File: src/rtl/dcache_ctrl_if.sv
// dcache_ctrl_if: bundle of LSQ, dcachemem and memory-bus signals for dcache_ctrl.
// Ports: master = controller side, slave = LSQ / cache array / memory side.
interface dcache_ctrl_if #(
    parameter int IDX_BITS = 5,
    parameter int TAG_BITS = 56
);
    logic                lsq_req_valid;
    logic                lsq_req_store;
    logic [63:0]         lsq_req_addr;
    logic [63:0]         lsq_req_data;
    logic                lsq_req_ready;
    logic                lsq_resp_valid;
    logic [63:0]         lsq_resp_data;

    logic                cache_en;
    logic [IDX_BITS-1:0] cache_rd_idx;
    logic [TAG_BITS-1:0] cache_rd_tag;
    logic [63:0]         cache_rd_data;
    logic                cache_rd_valid;
    logic                cache_wr_en;
    logic [IDX_BITS-1:0] cache_wr_idx;
    logic [TAG_BITS-1:0] cache_wr_tag;
    logic [63:0]         cache_wr_data;

    logic [1:0]          proc2mem_command;
    logic [63:0]         proc2mem_addr;
    logic [63:0]         proc2mem_data;
    logic [3:0]          mem2proc_response;
    logic [63:0]         mem2proc_data;
    logic [3:0]          mem2proc_tag;

    modport master (
        input  lsq_req_valid, lsq_req_store, lsq_req_addr, lsq_req_data,
        output lsq_req_ready, lsq_resp_valid, lsq_resp_data,
        output cache_en, cache_rd_idx, cache_rd_tag,
        input  cache_rd_data, cache_rd_valid,
        output cache_wr_en, cache_wr_idx, cache_wr_tag, cache_wr_data,
        output proc2mem_command, proc2mem_addr, proc2mem_data,
        input  mem2proc_response, mem2proc_data, mem2proc_tag
    );

    modport slave (
        output lsq_req_valid, lsq_req_store, lsq_req_addr, lsq_req_data,
        input  lsq_req_ready, lsq_resp_valid, lsq_resp_data,
        input  cache_en, cache_rd_idx, cache_rd_tag,
        output cache_rd_data, cache_rd_valid,
        input  cache_wr_en, cache_wr_idx, cache_wr_tag, cache_wr_data,
        input  proc2mem_command, proc2mem_addr, proc2mem_data,
        output mem2proc_response, mem2proc_data, mem2proc_tag
    );
endinterface

File: src/rtl/dcache_ctrl.sv
// dcache_ctrl: single-outstanding-request data-cache controller (LSQ <-> dcachemem <-> memory bus).
// Ports: clock, reset (sync, active-high), bus (dcache_ctrl_if.master). Option: DCACHE_WRITE_ALLOCATE_EN.
module dcache_ctrl #(
    parameter int IDX_BITS = 5,
    parameter int TAG_BITS = 56
) (
    input  logic          clock,
    input  logic          reset,
    dcache_ctrl_if.master bus
);
    localparam logic [1:0] CMD_NONE  = 2'd0;
    localparam logic [1:0] CMD_LOAD  = 2'd1;
    localparam logic [1:0] CMD_STORE = 2'd2;

    typedef enum logic [1:0] {
        S_IDLE,
        S_LOOKUP,
        S_MEMREQ,
        S_WAIT
    } state_t;

    state_t      state;
    logic        r_store;
    logic [63:3] r_addr;
    logic [63:0] r_data;
    logic [3:0]  r_mtag;
`ifndef DCACHE_WRITE_ALLOCATE_EN
    logic        r_hit;
`endif

    logic [IDX_BITS-1:0] idx;
    logic [TAG_BITS-1:0] tag;
    logic                mem_acc;
    logic                fill;
    logic                st_wr;

    assign idx     = r_addr[IDX_BITS+2:3];
    assign tag     = r_addr[63:IDX_BITS+3];
    assign mem_acc = bus.mem2proc_response != 4'd0;
    // r_mtag is 0 whenever no load is waiting, so a stray tag never matches.
    assign fill    = (bus.mem2proc_tag != 4'd0) && (bus.mem2proc_tag == r_mtag);
`ifdef DCACHE_WRITE_ALLOCATE_EN
    assign st_wr   = 1'b1;
`else
    assign st_wr   = r_hit;
`endif

    always_ff @(posedge clock) begin
        if (reset) begin
            state   <= S_IDLE;
            r_store <= 1'b0;
            r_addr  <= '0;
            r_data  <= '0;
            r_mtag  <= '0;
`ifndef DCACHE_WRITE_ALLOCATE_EN
            r_hit   <= 1'b0;
`endif
        end else begin
            unique case (state)
                S_IDLE: begin
                    if (bus.lsq_req_valid) begin
                        r_store <= bus.lsq_req_store;
                        r_addr  <= bus.lsq_req_addr[63:3];
                        r_data  <= bus.lsq_req_data;
                        r_mtag  <= '0;
                        state   <= S_LOOKUP;
                    end
                end
                S_LOOKUP: begin
`ifndef DCACHE_WRITE_ALLOCATE_EN
                    r_hit <= bus.cache_rd_valid;
`endif
                    if (!r_store && bus.cache_rd_valid) begin
                        state <= S_IDLE;
                    end else begin
                        state <= S_MEMREQ;
                    end
                end
                S_MEMREQ: begin
                    if (mem_acc) begin
                        if (r_store) begin
                            state <= S_IDLE;
                        end else begin
                            r_mtag <= bus.mem2proc_response;
                            state  <= S_WAIT;
                        end
                    end
                end
                S_WAIT: begin
                    if (fill) begin
                        r_mtag <= '0;
                        state  <= S_IDLE;
                    end
                end
                default: state <= S_IDLE;
            endcase
        end
    end

    always_comb begin
        bus.lsq_req_ready    = 1'b0;
        bus.lsq_resp_valid   = 1'b0;
        bus.lsq_resp_data    = '0;
        bus.cache_en         = 1'b0;
        bus.cache_rd_idx     = idx;
        bus.cache_rd_tag     = tag;
        bus.cache_wr_en      = 1'b0;
        bus.cache_wr_idx     = idx;
        bus.cache_wr_tag     = tag;
        bus.cache_wr_data    = r_data;
        bus.proc2mem_command = CMD_NONE;
        bus.proc2mem_addr    = {r_addr, 3'b000};
        bus.proc2mem_data    = r_data;
        // Outputs already show the idle view while reset is held.
        if (reset) begin
            bus.lsq_req_ready = 1'b1;
        end else begin
            unique case (state)
                S_IDLE: begin
                    bus.lsq_req_ready = 1'b1;
                end
                S_LOOKUP: begin
                    bus.cache_en = 1'b1;
                    if (!r_store && bus.cache_rd_valid) begin
                        bus.lsq_resp_valid = 1'b1;
                        bus.lsq_resp_data  = bus.cache_rd_data;
                    end
                end
                S_MEMREQ: begin
                    bus.proc2mem_command = r_store ? CMD_STORE : CMD_LOAD;
                    if (mem_acc && r_store) begin
                        bus.lsq_resp_valid = 1'b1;
                        if (st_wr) begin
                            bus.cache_en    = 1'b1;
                            bus.cache_wr_en = 1'b1;
                        end
                    end
                end
                S_WAIT: begin
                    if (fill) begin
                        bus.cache_en       = 1'b1;
                        bus.cache_wr_en    = 1'b1;
                        bus.cache_wr_data  = bus.mem2proc_data;
                        bus.lsq_resp_valid = 1'b1;
                        bus.lsq_resp_data  = bus.mem2proc_data;
                    end
                end
                default: ;
            endcase
        end
    end
endmodule

File: src/flat_wrapper.sv
// flat-port wrapper written by rule: the top's interface ports become plain ports
module dcache_ctrl_flat 
#(
    parameter int IDX_BITS = 5,
    parameter int TAG_BITS = 56
)
  (clock, reset, bus_lsq_req_valid, bus_lsq_req_store, bus_lsq_req_addr, bus_lsq_req_data, bus_lsq_req_ready, bus_lsq_resp_valid, bus_lsq_resp_data, bus_cache_en, bus_cache_rd_idx, bus_cache_rd_tag, bus_cache_rd_data, bus_cache_rd_valid, bus_cache_wr_en, bus_cache_wr_idx, bus_cache_wr_tag, bus_cache_wr_data, bus_proc2mem_command, bus_proc2mem_addr, bus_proc2mem_data, bus_mem2proc_response, bus_mem2proc_data, bus_mem2proc_tag);
  dcache_ctrl_if #(.IDX_BITS(IDX_BITS), .TAG_BITS(TAG_BITS)) bus_i ();
  input  logic clock;
  input  logic reset;
  input wire logic [$bits(bus_i.lsq_req_valid)-1:0] bus_lsq_req_valid;
  input wire logic [$bits(bus_i.lsq_req_store)-1:0] bus_lsq_req_store;
  input wire logic [$bits(bus_i.lsq_req_addr)-1:0] bus_lsq_req_addr;
  input wire logic [$bits(bus_i.lsq_req_data)-1:0] bus_lsq_req_data;
  output wire logic [$bits(bus_i.lsq_req_ready)-1:0] bus_lsq_req_ready;
  output wire logic [$bits(bus_i.lsq_resp_valid)-1:0] bus_lsq_resp_valid;
  output wire logic [$bits(bus_i.lsq_resp_data)-1:0] bus_lsq_resp_data;
  output wire logic [$bits(bus_i.cache_en)-1:0] bus_cache_en;
  output wire logic [$bits(bus_i.cache_rd_idx)-1:0] bus_cache_rd_idx;
  output wire logic [$bits(bus_i.cache_rd_tag)-1:0] bus_cache_rd_tag;
  input wire logic [$bits(bus_i.cache_rd_data)-1:0] bus_cache_rd_data;
  input wire logic [$bits(bus_i.cache_rd_valid)-1:0] bus_cache_rd_valid;
  output wire logic [$bits(bus_i.cache_wr_en)-1:0] bus_cache_wr_en;
  output wire logic [$bits(bus_i.cache_wr_idx)-1:0] bus_cache_wr_idx;
  output wire logic [$bits(bus_i.cache_wr_tag)-1:0] bus_cache_wr_tag;
  output wire logic [$bits(bus_i.cache_wr_data)-1:0] bus_cache_wr_data;
  output wire logic [$bits(bus_i.proc2mem_command)-1:0] bus_proc2mem_command;
  output wire logic [$bits(bus_i.proc2mem_addr)-1:0] bus_proc2mem_addr;
  output wire logic [$bits(bus_i.proc2mem_data)-1:0] bus_proc2mem_data;
  input wire logic [$bits(bus_i.mem2proc_response)-1:0] bus_mem2proc_response;
  input wire logic [$bits(bus_i.mem2proc_data)-1:0] bus_mem2proc_data;
  input wire logic [$bits(bus_i.mem2proc_tag)-1:0] bus_mem2proc_tag;
  assign bus_i.lsq_req_valid = bus_lsq_req_valid;
  assign bus_i.lsq_req_store = bus_lsq_req_store;
  assign bus_i.lsq_req_addr = bus_lsq_req_addr;
  assign bus_i.lsq_req_data = bus_lsq_req_data;
  assign bus_lsq_req_ready = bus_i.lsq_req_ready;
  assign bus_lsq_resp_valid = bus_i.lsq_resp_valid;
  assign bus_lsq_resp_data = bus_i.lsq_resp_data;
  assign bus_cache_en = bus_i.cache_en;
  assign bus_cache_rd_idx = bus_i.cache_rd_idx;
  assign bus_cache_rd_tag = bus_i.cache_rd_tag;
  assign bus_i.cache_rd_data = bus_cache_rd_data;
  assign bus_i.cache_rd_valid = bus_cache_rd_valid;
  assign bus_cache_wr_en = bus_i.cache_wr_en;
  assign bus_cache_wr_idx = bus_i.cache_wr_idx;
  assign bus_cache_wr_tag = bus_i.cache_wr_tag;
  assign bus_cache_wr_data = bus_i.cache_wr_data;
  assign bus_proc2mem_command = bus_i.proc2mem_command;
  assign bus_proc2mem_addr = bus_i.proc2mem_addr;
  assign bus_proc2mem_data = bus_i.proc2mem_data;
  assign bus_i.mem2proc_response = bus_mem2proc_response;
  assign bus_i.mem2proc_data = bus_mem2proc_data;
  assign bus_i.mem2proc_tag = bus_mem2proc_tag;
  dcache_ctrl #(.IDX_BITS(IDX_BITS), .TAG_BITS(TAG_BITS)) u_core (.clock(clock), .reset(reset), .bus(bus_i));
endmodule
File: config.mk
export PLATFORM = sky130hd
export DESIGN_NAME = dcache_ctrl_flat
export DESIGN_NICKNAME = d
export VERILOG_FILES = /design/src/rtl/dcache_ctrl_if.sv /design/src/rtl/dcache_ctrl.sv /design/src/flat_wrapper.sv
export SDC_FILE = /design/constraint.sdc
export NUM_CORES = 1
export LEC_CHECK = 0
export CAP_MARGIN = 15
export CORE_AREA = 5 5 249 251
export DETAILED_ROUTE_END_ITERATION = 16
export DIE_AREA = 0 0 254 256
export HOLD_SLACK_MARGIN = 0.06
export MAX_ROUTING_LAYER = met4
export PLACE_DENSITY_LB_ADDON = 0.2
export RECOVER_POWER = 25
export SYNTH_ARGS = -nofsm -noshare
export SYNTH_HDL_FRONTEND = slang
export SYNTH_SLANG_ARGS = --single-unit
File: constraint.sdc
create_clock -name clock -period 5.65 [get_ports clock]
set_input_delay 0.8475 -clock clock [delete_from_list [all_inputs] [get_ports clock]]
set_output_delay 0.8475 -clock clock [all_outputs]
set_load 0.01 [all_outputs]
Word level (Yosys, flattened, before mapping):

Cells that the tools add are included.
W data, S select, Z words.

* reductions and logical operators: 11
* equality and inequality tests: 8
* mux-type cells: 34

Operators with widths (count)
* $mux W64: 6
* $pmux W64 S2: 1
* $mux W2: 8
* $mux W4: 4
* $pmux W4 S3: 1
* $mux W1: 10
* $pmux W2 S4: 1
* $reduce_bool A4 Y1: 2
* $pmux W1 S3: 2
* $reduce_and A5 Y1: 1
* $eq A2 B2 Y1 const B: 2
* $eq A4 B4 Y1: 1
* $ne A2 B1 Y1 const B: 2
* $ne A2 B2 Y1 const B: 2
* $logic_and A1 B1 Y1: 3
* $reduce_and A3 Y1: 1
* $reduce_bool A3 Y1: 1
* $eq A2 B1 Y1 const B: 1
* $logic_not A2 Y1: 1
* $pmux W1 S2: 1
* $reduce_and A2 Y1: 1
* $logic_not A1 Y1: 1

* output and inout port bits: 384
* logic and storage cells: 59
* bits of input ports: 269
* register bits after elaboration: 133

Longest topological paths before layout:

Gate-level depths: netlist (run 1).

* word-level depth: 5
* depth in mapped cells: 8
* depth with buffers taken out: 4

Worst setup path before layout (run 1):

OpenSTA, ideal clock, no wires.

* path type: in2out
* from: input bus_mem2proc_tag[1]
* to: output bus_cache_wr_data[10]
* arrival time: 2109 ps
* path buffers: 2
* data required time: 4803 ps
* slack: 2694 ps
* cell stages on the path: 6
* path through: xnor2_1 > nand3_1 > nor4_2 > buf_6 > buf_6 > mux2_4

* cells in the longest elaborated chain, start to end: 5
* elaborated cells between the ends (all ways): 6
* those cells by class: eq/ne (1); mux (3); reduce/logical (2)

Ends and longest elaborated chain
* start, declared: line flat_wrapper.sv:32 `input wire logic [$bits(bus_i.mem2proc_tag)-1:0] bus_mem2proc_tag;`
* $eq A4 B4 Y1 / $reduce_bool A4 Y1 (equally long branches): line dcache_ctrl.sv:41 `assign fill = (bus.mem2proc_tag != 4'd0) && (bus.mem2proc_tag == r_mtag);`
* $logic_and A1 B1 Y1 *: line dcache_ctrl.sv:41
* $mux W64 *: line dcache_ctrl.sv:140 `if (fill) begin`
* $mux W64 *: line dcache_ctrl.sv:118 `unique case (state)`
* $mux W64 *: line dcache_ctrl.sv:115 `if (reset) begin`
* end, declared: line flat_wrapper.sv:26 `output wire logic [$bits(bus_i.cache_wr_data)-1:0] bus_cache_wr_data;`

Mark *: on every way between the ends. The rest lies on a longest branch, timed or not.

Worst setup path in the final report (run 1):

* from: input bus_mem2proc_tag[2]
* to: output bus_lsq_resp_data[10]

* cells in the longest elaborated chain, start to end: 5
* elaborated cells between the ends (all ways): 6
* those cells by class: eq/ne (1); mux (3); reduce/logical (2)

Ends and longest elaborated chain
* $eq A4 B4 Y1 / $reduce_bool A4 Y1 (equally long branches): line dcache_ctrl.sv:41
* $logic_and A1 B1 Y1 *: line dcache_ctrl.sv:41
* $mux W64 *: line dcache_ctrl.sv:140
* $pmux W64 S2 *: line dcache_ctrl.sv:118
* $mux W64 *: line dcache_ctrl.sv:115
* end, declared: line flat_wrapper.sv:17 `output wire logic [$bits(bus_i.lsq_resp_data)-1:0] bus_lsq_resp_data;`

Marks and branches as above.

==> results.yml, run 1 <==
sta:
  setup_violations: 0
  rsz0062_at_grt: "no"
  fin_crit_sh_pct: 77.21
  finalHoldViolations: 0
  worst_clock_skew_ns: 0.007690
  whs_ns: 0.4675
  worst_pin_slew_ns: 2.804
  finalMaxSlewViolations: 73
  fin_crit_ns: 4.362
  max_slew_margin_pct: -86.95
  fmax_ghz: 0.2292
  fin_setup_tns_ns: 0
clocking:
  clkTransAtPathRegs_ns: 0.06
  htree_levels: 4
  clockBufferDepth: 2
  cts_buffers: 17
  post_cts_buffers: 0
  cts_root_buf: "clkbuf_16"
  cts_tree: "yes"
  clk_latency_ns: 0.47
  clkSinkCount: 133
  cts_hold_buf: 0
  post_cts_resized: 0
flow_run:
  cap_violations: 1
setup_path:
  startpoint_type: "input port"
  cpPeakStageDelay_ns: 0.58
  critPathKind: "input port to output pin"
  end_kind: "output pin"
  slowest_stage: "clkdlybuf4s50_1"
  path_max_fanout: 56
  critical_path.cell_chain: "clkdlybuf4s50_1 > xnor2_1 > nand3_1 > nor4_4 > buf_12 > buf_12 > a22o_1 > clkdlybuf4s50_1"
  cp.required_ns: 4.80
  arrival_ns: 3.51
place:
  io_buffers: 646
  dpl.hpwl_um: 30350
  place.gp.congestion: 0.8630
yosys:
  synth.avg_cell_area_um2: 8.292
  synth_area_leaders: "dfxtp_1 (36%), nand2_1 (13%), buf_4 (13%)"
  synth_top_area_cell: "dfxtp_1"
  synthesis.area_mm2: 0.007338
  yosysSeqAreaShare_pct: 36.28
  ys_warn_count: 0
  synth_cells: 885
  synth.distinct_cells: 34
  ys_seq_elements: 133
  synth_top_area_share_pct: 36.28
routing:
  vias_per_cell: 3.616
  vias: 7854
  drcViolationCount: 0
  avgRoutedWirePerCell_um: 17.81
  totalWireLength_um: 38680
  antenna_left: 0
  dr.pass1.iters: 4
  drt_iter0_drc: 385
power_and_ir_drop:
  p_per_area_mw_per_mm2: 240.3
  total_power_mw: 3.438
  p_leak_nw: 5.317
  vdd_ir_drop_max_v: 0.0002300
layout:
  fill_cells: 6478
  final_common_cell: "clkdlybuf4s50_1"
  syn2layout_area_growth_pct: 94.99
  multi_input_area_mm2: 0.003440
  final_util_pct: 23.97
  nNetsFinal: 1643
  mostFrequentLayoutCells: "clkdlybuf4s50_1 (532), nand2_1 (260), a21oi_1 (133), dfxtp_1 (133), dlygate4sd3_1 (113)"
  seqCellArea_mm2: 0.002663
  drive_gt1_share_pct: 8.075
worst_hold_path:
  min_path_type: "flop to flop"
run_status:
  status: "finished with violations"
  violations: "max-capacitance violations, max-slew violations"
floorplanning:
  ios: 653
  std_cell_rows: 90
  dieArea_mm2: 0.06502
  die_x_um: 254
  die_y_um: 256
  core_area_mm2: 0.05968
  start_util_pct: 12.30
grt:
  grt.overflow.total: 0
  grt_max_degree: 78
  antenna_found_initial: 4
  grt_util_all_layers_pct: 11.73
  first_global_vias: 8014
  grt_pass1_wl_um: 55010
flip-flops by register name (all words and copies together), names as in the netlist:
signal,count
u_core.r_mtag,4
u_core.r_store,1
u_core.state,2
u_core.r_addr,61
u_core.bus.proc2mem_data,64
u_core.r_hit,1
final timing paths:
path	from	endpoint	slack [ns]	depth (start not counted)
worst max-delay path	bus_mem2proc_tag[2]	bus_lsq_resp_data[10]	1.29	8
worst min-delay path	u_core.bus.proc2mem_data[21]	u_core.bus.proc2mem_data[21]	0.47	2
worst max register to register	u_core.state[1]	u_core.bus.proc2mem_data[42]	1.90	5
worst min register to register	u_core.bus.proc2mem_data[21]	u_core.bus.proc2mem_data[21]	0.47	2
metrics by stage:
step / area, µm² / setup slack, ns / cells
floorplan: 7346 / 2.694 / 887
global placement: 13700 / 1.256 / 2137
detailed placement: 13700 / 1.275 / 2137
CTS: 14310 / 1.275 / 2169
global route: 14310 / 1.042 / 2172
finish: 14310 / 1.288 / 2172
critical path, delay by kind of cell:
family	cells	cell delay (ns)
xor gates and xnor gates	1	0.15
AOI/OAI and AO/OA	1	0.33
buffers and inverters	4	1.62
and+or+nand+nor	2	0.50
layer usage:
layer  track usage [%]  vias up  routed length [µm]
met3             3.770       39                3069
met1             12.32     3616               14540
met2             20.27      356               20050
met5                 -        -                   0
li1                  -     3843                   -
met4             4.848        0                1023
final cells by class:
cell class / instances / area share [%]
multi-input combinational: 564 / 24.04
clock buffer: 21 / 3.218
timing repair buffer: 656 / 46.14
antenna: 3 / 0.05247
inverter: 2 / 0.05247
tap: 782 / 6.838
clock inverter: 11 / 1.058
sequential: 133 / 18.61
Yosys cell counts (all sizes together):
| cell type | n |
|---|---|
| nand2b | 2 |
| and2 | 2 |
| o21a | 1 |
| nor3 | 2 |
| or3 | 2 |
| xnor2 | 3 |
| mux2i | 1 |
| a31oi | 2 |
| inv | 2 |
| conb | 1 |
| or2 | 1 |
| dfxtp | 133 |
| nor3b | 1 |
| a311oi | 4 |
| nand2 | 260 |
| a31o | 1 |
| clkbuf | 40 |
| a211oi | 3 |
| buf | 148 |
| mux2 | 64 |
| nand3b | 1 |
| nor2 | 6 |
| and2b | 1 |
| nor4 | 2 |
| nand3 | 2 |
| a21oi | 134 |
| nor2b | 2 |
| a22o | 64 |
cell families after synthesis:
group / synth area share, %
compound gates: 18.01
xor+xnor: 0.3581
buf+inv: 17.17
flops: 36.28
mux: 12.82
other cells: 0.05110
simple gates: 15.31
power by group:
part / total [mW] / internal, mW / switching (mW)
combinational: 1.13 / 0.637 / 0.490
clock: 1.19 / 0.716 / 0.469
sequential: 1.12 / 1.03 / 0.0953
total: 3.44 / 2.38 / 1.05
Power figures use the tool's default switching activity.
==> run 2, diff against run 1 <==
CORE_AREA = 5 5 250 252   (was 5 5 249 251)
DIE_AREA = 0 0 255 257   (was 0 0 254 256)
clock period = 4.4 ns   (was 5.65 ns; I/O delays follow)
==> run 2 against run 1 <==
The run still ends with max-capacitance violations, max-slew violations left. Count of clock-buffer cells in the layout decreased by 1. Global-route usage decreased by 0.37 points. Via count increased by 0.89%. Utilization about the same.
==> results.yml, run 2 (same netlist as run 1, synthesis figures left out) <==
routing:
  avgRoutedWirePerCell_um: 17.65
  dr.pass1.iters: 4
  totalWireLength_um: 38430
  antenna_left: 0
  drt_iter0_drc: 303
  drcViolationCount: 0
  vias: 7924
  vias_per_cell: 3.638
grt:
  antenna_found_initial: 4
  grt_max_degree: 72
  grt.overflow.total: 0
  grt_util_all_layers_pct: 11.36
  grt_pass1_wl_um: 54210
  first_global_vias: 8155
setup_path:
  arrival_ns: 3.21
  crit_family: "buffers and inverters"
  cpPeakStageDelay_ns: 0.50
  cp.required_ns: 3.74
  critical_path.cell_chain: "clkdlybuf4s50_1 > xnor2_1 > nand3_1 > nor4_4 > buf_12 > buf_12 > mux2_4 > clkdlybuf4s50_1"
  startpoint_type: "input port"
  path_max_fanout: 33
  critPathKind: "input port to output pin"
  crit_buf_inv: 4
  slowest_stage: "clkdlybuf4s50_1"
  rrSetupSlack_ns: 1.31
  end_kind: "output pin"
place:
  place.gp.congestion: 0.7881
  dpl.hpwl_um: 30420
  dp_slack_ns: 0.5179
  io_buffers: 646
sta:
  fmax_ghz: 0.2584
  setup_violations: 0
  setup_slack_ns: 0.5306
  fin_crit_ns: 3.869
  finalMaxSlewViolations: 35
  fin_setup_tns_ns: 0
  finalHoldViolations: 0
  whs_ns: 0.4699
  worst_clock_skew_ns: 0.007553
  rsz0062_at_grt: "no"
  max_slew_margin_pct: -49.46
  worst_pin_slew_ns: 2.241
  fin_crit_sh_pct: 87.94
layout:
  mostFrequentLayoutCells: "clkdlybuf4s50_1 (615), nand2_1 (259), a21oi_1 (133), dfxtp_1 (133), a22o_1 (64)"
  multi_input_area_mm2: 0.003445
  nNetsFinal: 1649
  largest_register_ffs: 64
  final_common_cell: "clkdlybuf4s50_1"
  drive_gt1_share_pct: 8.477
  final_util_pct: 24.01
  fill_cells: 6505
  syn2layout_area_growth_pct: 95.99
  seqCellArea_mm2: 0.002663
floorplanning:
  ios: 653
  die_y_um: 257
  std_cell_rows: 90
  core_area_mm2: 0.05991
  die_x_um: 255
  start_util_pct: 12.25
  dieArea_mm2: 0.06554
clocking:
  cts_hold_buf: 0
  cts_tree: "yes"
  post_cts_buffers: 0
  post_cts_resized: 0
  clkSinkCount: 133
  htree_levels: 4
  clkTransAtPathRegs_ns: 0.06
  cts_root_buf: "clkbuf_16"
  clk_latency_ns: 0.46
  clockBufferDepth: 2
  cts_buffers: 17
power_and_ir_drop:
  p_per_area_mw_per_mm2: 308.9
  p_leak_nw: 5.122
  vdd_ir_drop_max_v: 0.0002629
run_status:
  violations: "max-capacitance violations, max-slew violations"
  status: "finished with violations"
worst_hold_path:
  min_path_type: "flop to flop"
flow_run:
  cap_violations: 1
-- run 2: worst paths after layout --
| path | startpoint | end | cells past startpoint |
|---|---|---|---|
| min | u_core.bus.proc2mem_data[31] | u_core.bus.proc2mem_data[31] | 2 |
| min reg2reg | u_core.bus.proc2mem_data[31] | u_core.bus.proc2mem_data[31] | 2 |
| max | bus_mem2proc_tag[1] | bus_cache_wr_data[27] | 8 |
| max reg2reg | u_core.state[1] | u_core.r_addr[59] | 5 |
-- run 2: through the flow --
step,power (mW),instances,area [µm²]
after floorplan,2.122,887,7346
after global placement,2.994,2143,13770
after detailed placement,2.999,2143,13770
after CTS,4.562,2174,14380
after global routing,4.696,2177,14380
final,4.443,2178,14380
-- run 2: cell type report --
type | instances | share of cell area, %
multi-input combinational | 564 | 23.95
clock buffer | 20 | 3.175
sequential | 133 | 18.51
antenna | 4 | 0.06960
tap | 782 | 6.803
inverter | 2 | 0.05220
clock inverter | 11 | 1.053
timing repair buffer | 662 | 46.39
-- run 2: routing by layer --
layer	track usage (%)	vias to the layer above	routed length, µm	part of all wire (%)
li1	-	3857	-	-
met1	12.32	3710	15230	40
met2	20.08	324	19980	52
met3	3.252	33	2666	6.9
met4	3.427	0	567	1.5
met5	-	-	0	0
-- run 2: worst reg2reg max path: stages, from the launching register on --
cell     delay (ns)
dfxtp_1        0.38
nor2_1         0.28
and2_0         1.69
buf_12         0.32
nand2_1        0.21
a21oi_1        0.13
-- run 2: where the power goes --
part	internal [mW]	switching [mW]	leakage, nW
registers	1.32	0.126	1.09
logic	0.854	0.631	3.75
clock network	0.918	0.592	0.285
==> run 3, diff against run 2 <==
CTS_CLUSTER_DIAMETER = 150   (was not set)
==> results of run 3 <==
The final DEF is identical to that of run 2; final timing and power are the same.
